## config.mk

```make
export PLATFORM = sky130hd
export DESIGN_NAME = pipe_hazard_ctrl
export DESIGN_NICKNAME = d
export VERILOG_FILES = /design/src/rtl/pipe_hazard_ctrl.sv
export SDC_FILE = /design/constraint.sdc
export NUM_CORES = 1
export LEC_CHECK = 0
export CAP_MARGIN = 10
export CORE_ASPECT_RATIO = 1.2
export CORE_MARGIN = 1.5
export CORE_UTILIZATION = 51
export CTS_CLUSTER_DIAMETER = 50
export DETAILED_ROUTE_END_ITERATION = 12
export PLACE_DENSITY_LB_ADDON = 0.1
export SETUP_SLACK_MARGIN = 0.4
export SLEW_MARGIN = 20
export SYNTH_ARGS = -nofsm -noshare
export SYNTH_HDL_FRONTEND = slang
export SYNTH_SLANG_ARGS = --single-unit
```

## constraint.sdc

```tcl
create_clock -name clk -period 4.4 [get_ports clk]
set_input_delay 0.88 -clock clk [delete_from_list [all_inputs] [get_ports clk]]
set_output_delay 0.88 -clock clk [all_outputs]
set_load 0.05 [all_outputs]
```

## src/rtl/pipe_hazard_ctrl.sv

```systemverilog
// pipe_hazard_ctrl: ID->EX issue gate with scoreboard, EX->ID forwarding selects, MUL sequencing and branch flush.
// Ports: clk; rst (async, active-low); id_valid/id_opcode/id_funct3/id_rd/id_rs1/id_rs2 decoded instruction;
// wb_valid/wb_rd write-back; ex_br_taken taken-branch pulse; id_ready/issue handshake; fwd_rs1/fwd_rs2 selects;
// mul_start/mul_busy MUL sequencing; flush; pending scoreboard; stall_cnt saturating stall counter.
// Optional HZ_R0_ZERO_EN: r0 hardwired zero, never tracked, forwarded or hazarded.
module pipe_hazard_ctrl #(
  parameter int MUL_LAT     = 4,
  parameter int FLUSH_CYC   = 1,
  parameter int STALL_CNT_W = 16
) (
  input  logic                   clk,
  input  logic                   rst,
  input  logic                   id_valid,
  input  logic [1:0]             id_opcode,
  input  logic [2:0]             id_funct3,
  input  logic [2:0]             id_rd,
  input  logic [2:0]             id_rs1,
  input  logic [2:0]             id_rs2,
  input  logic                   wb_valid,
  input  logic [2:0]             wb_rd,
  input  logic                   ex_br_taken,
  output logic                   id_ready,
  output logic                   issue,
  output logic                   fwd_rs1,
  output logic                   fwd_rs2,
  output logic                   mul_start,
  output logic                   mul_busy,
  output logic                   flush,
  output logic [7:0]             pending,
  output logic [STALL_CNT_W-1:0] stall_cnt
);
  typedef enum logic [1:0] {RUN, MUL, FLUSH} state_t;
  state_t state, state_nxt;
  logic [3:0] cnt, cnt_nxt;
  logic [7:0] pending_nxt;
  logic reads1, reads2, writes, is_mul, hz1, hz2, nz1, nz2;
`ifdef HZ_R0_ZERO_EN
  localparam logic [7:0] TRACK = 8'hfe;
  assign nz1 = id_rs1 != 3'd0;
  assign nz2 = id_rs2 != 3'd0;
`else
  localparam logic [7:0] TRACK = 8'hff;
  assign nz1 = 1'b1;
  assign nz2 = 1'b1;
`endif
  assign reads1   = id_opcode != 2'b10;
  assign reads2   = id_opcode == 2'b01;
  assign writes   = id_opcode != 2'b00;
  assign is_mul   = id_opcode == 2'b01 && id_funct3 == 3'b111;
  assign fwd_rs1  = reads1 && nz1 && wb_valid && wb_rd == id_rs1;
  assign fwd_rs2  = reads2 && nz2 && wb_valid && wb_rd == id_rs2;
  assign hz1      = reads1 && pending[id_rs1] && !fwd_rs1;
  assign hz2      = reads2 && pending[id_rs2] && !fwd_rs2;
  assign id_ready = state == RUN && !ex_br_taken && !hz1 && !hz2;
  assign issue    = id_valid && id_ready;
  assign mul_busy = state == MUL;
  assign flush    = state == FLUSH;
  // set is OR-ed in after the clear so a same-cycle issue to the written-back register keeps it pending
  assign pending_nxt = ((pending & ~(wb_valid ? 8'(1) << wb_rd : 8'h00))
                       | (issue && writes ? 8'(1) << id_rd : 8'h00)) & TRACK;
  always_comb begin
    state_nxt = state;
    cnt_nxt   = cnt;
    if (state == RUN) begin
      if (ex_br_taken) begin
        state_nxt = FLUSH;
        cnt_nxt   = 4'(FLUSH_CYC - 1);
      end else if (issue && is_mul) begin
        state_nxt = MUL;
        cnt_nxt   = 4'(MUL_LAT - 1);
      end
    end else begin
      state_nxt = cnt == 4'd0 ? RUN : state;
      cnt_nxt   = cnt == 4'd0 ? 4'd0 : cnt - 4'd1;
    end
  end
  always_ff @(posedge clk or negedge rst) begin
    if (!rst) begin
      state     <= RUN;
      cnt       <= 4'd0;
      pending   <= 8'h00;
      mul_start <= 1'b0;
      stall_cnt <= '0;
    end else begin
      state     <= state_nxt;
      cnt       <= cnt_nxt;
      pending   <= pending_nxt;
      mul_start <= issue && is_mul;
      if (id_valid && !id_ready && !(&stall_cnt))
        stall_cnt <= stall_cnt + 1'b1;
    end
  end
endmodule

```

Yosys cells after proc, flatten, opt, wreduce, memory -nomap -nowiden
Cells that the tools add are included.
{"block": "totals", "regBits": 31, "inputBits": 22}
{"block": "classes", "addsub": 2, "magnitude_cmp": 2, "eq_ne": 8, "shifts": 2, "mux": 14, "bitwise_logic": 3, "n_reduce_logical": 30}
{"operator": "1-bit logical AND", "n": 17}
{"operator": "16-bit by 1-bit adder with 16-bit output, second input constant", "n": 1}
{"operator": "4-bit 2-to-1 mux", "n": 4}
{"operator": "8-bit 2-to-1 mux", "n": 2}
{"operator": "16-bit AND reduction", "n": 1}
{"operator": "1-bit by 3-bit left shift with 8-bit output, first input constant", "n": 2}
{"operator": "8-bit AND", "n": 1}
{"operator": "3-bit by 4-bit < comparator with 1-bit output, second input constant", "n": 2}
{"operator": "2-bit 2-to-1 mux", "n": 4}
{"operator": "8-bit inverter", "n": 1}
{"operator": "8-bit bitwise OR", "n": 1}
{"operator": "1-bit zero test", "n": 7}
{"operator": "1-bit binary-select mux with 3-bit select", "n": 2}
{"operator": "3-bit equality test", "n": 2}
{"operator": "2-bit by 1-bit equality test with 1-bit output, second input constant", "n": 2}
{"operator": "4-bit zero test", "n": 1}
{"operator": "2-bit nonzero test", "n": 2}
{"operator": "4-bit by 1-bit subtractor with 4-bit output, second input constant", "n": 1}
{"operator": "3-bit equality test, second input constant", "n": 1}
{"operator": "3-bit by 2-bit inequality test with 1-bit output, second input constant", "n": 1}
{"operator": "2-bit equality test, second input constant", "n": 1}
{"operator": "2-bit zero test", "n": 1}
{"operator": "1-bit 2-to-1 mux", "n": 2}
{"operator": "2-bit inequality test, second input constant", "n": 1}
{"operator": "2-bit AND reduction", "n": 1}

Longest topological paths before layout
{"block": "depth", "depth_word": 13, "depth_mapped": 7, "depth_no_buf": 6}

Least setup slack after synthesis
Ideal clock, no wire load.
{"block": "synth_timing", "path_kind": "input -> output", "start": "in id_rs2[1]", "end": "out issue", "t_arrival_ns": 2.751, "t_required_ns": 3.520, "slack_ns": 0.769, "path_stages": 6, "n_path_buf": 1, "path_cell_list": "mux4_2 -> nor2b_1 -> o211ai_1 -> buf_4 -> nand2_2 -> nor2_1"}
{"block": "synth_between", "elab_chain_len": 7, "elab_cells_between_ends": 10}
{"element": "start: declaration", "line": "18", "rtl": "input logic [2:0] id_rs2,"}
{"element": "1-bit binary-select mux with 3-bit select / 3-bit equality test (equally long branches)", "line": "53, 51"}
{"element": "1-bit 2-to-1 mux (implied by the code) / 1-bit logical AND (equally long branches)", "line": "53, 51"}
{"element": "1-bit logical AND / 1-bit zero test (equally long branches)", "line": "53", "rtl": "assign hz2 = reads2 && pending[id_rs2] && !fwd_rs2;"}
{"element": "1-bit logical AND *", "line": "53"}
{"element": "1-bit zero test *", "line": "54", "rtl": "assign id_ready = state == RUN && !ex_br_taken && !hz1 && !hz2;"}
{"element": "1-bit logical AND *", "line": "54"}
{"element": "1-bit logical AND *", "line": "55", "rtl": "assign issue = id_valid && id_ready;"}
{"element": "end: declaration", "line": "23", "rtl": "output logic issue,"}
Every way passes the cells marked *; elsewhere a longest branch is shown, timed or not. The select of a mux whose other input is x is not followed.

Worst setup path in the final report
Same ends and word-level chain as after synthesis.

==> flow_summary.json <==
{
  "synth_cells": 187,
  "drcViolationCount": 5,
  "final_util_pct": 73.8,
  "antenna_left": 0,
  "synthFlopType": "dfrtp_1",
  "cts_buffers": 5,
  "p_per_area_mw_per_mm2": 409,
  "rrSetupSlack_ps": 2230,
  "finalSetupViolations": 0,
  "synth-edff-count": 0,
  "ys_seq_area_share_pct": 41.7,
  "crit_family": "buffers and inverters",
  "rsz0062_at_grt": "false",
  "drive_gt1_share_pct": 8.54,
  "fin_skew_ps": 6.82,
  "first_iter_violations": 90,
  "grt_max_degree": 32,
  "slowest_stage": "clkdlybuf4s50_1",
  "boundaryPins": 53,
  "path_clk_slew_ps": 60,
  "grt_pass1_vias": 1816,
  "track_usage_pct": 26.6,
  "cts_setup_buffers": 0,
  "hold_violations": 0,
  "synth_area_mm2": 0.00186,
  "core_area_mm2": 0.00342,
  "cts_tree": "built",
  "peakVddDrop_mv": 0.332,
  "grt_pass1_wl_um": 8300,
  "fin_crit_ps": 3910,
  "critPathMaxFanout": 10,
  "hold_buffers": 0,
  "failed_checks": "DRC",
  "num_rows": 23,
  "finalNetCount": 268,
  "period_share_pct": 88.9,
  "fin_total_pwr_mw": 1.03,
  "synth_area_leader_cell": "dfrtp_1",
  "syn_area_per_cell_um2": 9.96,
  "grt_antenna_before_repair": 0,
  "yosys-top-cells-area": "dfrtp_1 42%, xnor2_1 5.2%, o31ai_1 4.8%, xor2_1 4.7%, a211oi_1 2.8%",
  "vias": 1729,
  "cts_buffer_depth": 2,
  "worstMarginPinSlew_ps": 650,
  "startpoint_type": "input pin",
  "initial_utilization_pct": 54.4,
  "maxCapViolCount": 0,
  "netlist-cell-type-count": 45,
  "clkLatencyLatePin_ps": 290,
  "status": "finished with violations",
  "arrival_ps": 3030,
  "syn_to_final_growth_pct": 35.8,
  "viasPerCell": 6.11,
  "fin_tns_setup_ps": 0,
  "routabilityCongestion": 0.907,
  "yosysWarnings": 0,
  "antenna_cells": 0,
  "slew_headroom_pct": 56.3,
  "io_buffers": 52,
  "cp-end-kind": "primary output",
  "final_cell_area_mm2": 0.00253,
  "synth-seq-cells": 31,
  "hpwl_um": 3730,
  "dieArea_mm2": 0.00402,
  "overflow": 0,
  "required_ps": 3520,
  "synth_fp_nets": 210,
  "crit_chain": "clkdlybuf4s50_1 -> mux4_2 -> nor2b_1 -> o211ai_1 -> nand2_2 -> nor2_1 -> buf_12",
  "p_leak_nw": 1.07,
  "worstHoldPathType": "flip-flop to flip-flop",
  "drtPass1Iterations": 9,
  "cts.htree.levels": 2,
  "worstSetupPathType": "input pin to primary output",
  "synth_top_area_share_pct": 41.7,
  "clkSinkCount": 31,
  "cp.buffers_inverters": 2,
  "die_y_um": 69.2,
  "root_buffer": "clkbuf_8",
  "holdWs_ps": 524,
  "dpl_cell_area_mm2": 0.00244,
  "cpPeakStageDelay_ps": 600,
  "cts.repair.resized": 0,
  "async_flop_share_pct": 100,
  "clock.fmax_ghz": 0.256,
  "chipWidth_um": 58.2,
  "totalWireLength_um": 5050,
  "avgRoutedWirePerCell_um": 17.9,
  "maxSlewViolCount": 0
}
[layout make-up]
| type | count | area, µm² |
|---|---|---|
| Multi-Input combinational cell | 144 | 1030 |
| Clock inverter | 1 | 5.00 |
| Fill cell | 249 | 897 |
| Tap cell | 37 | 46.3 |
| Clock buffer | 7 | 76.3 |
| Timing Repair Buffer | 56 | 571 |
| Sequential cell | 31 | 776 |
| Inverter | 7 | 26.3 |
[sequential cells by signal, indices dropped and copies added (netlist names)]
register / cells
mul_start: 1
state: 2
pending: 8
cnt: 4
stall_cnt: 16
[cell usage after synthesis, types with 2 or more instances]
library cell and number:
buf_2 2, nor2_1 12, nor2b_1 6, a2111oi_1 2
mux4_2 2, nand4_1 6, xnor2_1 11, mux2_2 2
a21oi_1 6, mux2i_1 3, nand2b_1 4, o21ai_0 9
nand3b_1 2, o31ai_1 12, a211oi_1 7, nand3_1 7
nor3_1 4, dfrtp_1 31, xor2_1 10, or3_1 4
inv_1 7, and3_1 2, nand2_1 11, o211ai_1 3
o211a_1 2
[report_power, final]
| group | switching, mW | internal, mW | total, mW | leakage (nW) |
|---|---|---|---|---|
| clock | 0.108 | 0.111 | 0.219 | 0.0422 |
| sequential | 0.0614 | 0.328 | 0.390 | 0.402 |
| combinational | 0.266 | 0.159 | 0.425 | 0.629 |
[worst reg2reg max path, stage by stage (launching register included)]
cell and delay, ps:
dfrtp_1 440, mux4_2 460, nor2b_1 160, o211a_1 310, o21ai_0 320, mux2_2 370
[metrics by stage]
step	worst slack [ps]	std cells
after floorplan	769	187
after global placement	582	274
after detailed placement	479	274
after CTS	470	282
after global routing	396	283
final	488	283
[kinds of logic (layout without fill, tap and decap cells)]
family	count (synthesis)	count (layout)	share of synthesized area (%)
xor+xnor	21	21	9.88
compound gates	52	52	21.7
buf+inv	12	71	3.16
simple gates	63	63	17.7
mux	7	7	5.24
flops	31	31	41.7
fa+ha+maj	1	1	0.672
[worst paths after layout]
kind                       depth (start not counted)     startpoint             to
max                                                7      id_rs2[1]          issue
min                                                1  stall_cnt[15]  stall_cnt[15]
max reg2reg                                        5     pending[2]   stall_cnt[1]
min reg2reg                                        1  stall_cnt[15]  stall_cnt[15]
max in group asynchronous                          2            rst   stall_cnt[9]
min in group asynchronous                          2            rst     pending[0]
[per-layer routing]
layer / GRT usage, % / share of wire, % / wire length [µm]
met5: 0 / 0 / 0
met4: 11.4 / 2.1 / 107
met3: 5.60 / 6.2 / 311
met2: 44.4 / 51 / 2560
met1: 32.6 / 41 / 2070
[placed cells by master (no fill, tap or decap), types with 3 or more instances in the layout]
cell type,n
clkdlybuf4s50_1,50
dfrtp_1,31
nor2_1,12
o31ai_1,12
xnor2_1,11
nand2_1,11
xor2_1,10
o21ai_0,9
inv_1,7
nand3_1,7
a211oi_1,7
nor2b_1,6
nand4_1,6
a21oi_1,6
clkbuf_8,5
nand2b_1,4
nor3_1,4
or3_1,4
buf_4,4
mux2i_1,3
o211ai_1,3
No activity file was read; power rests on OpenSTA's default activity.
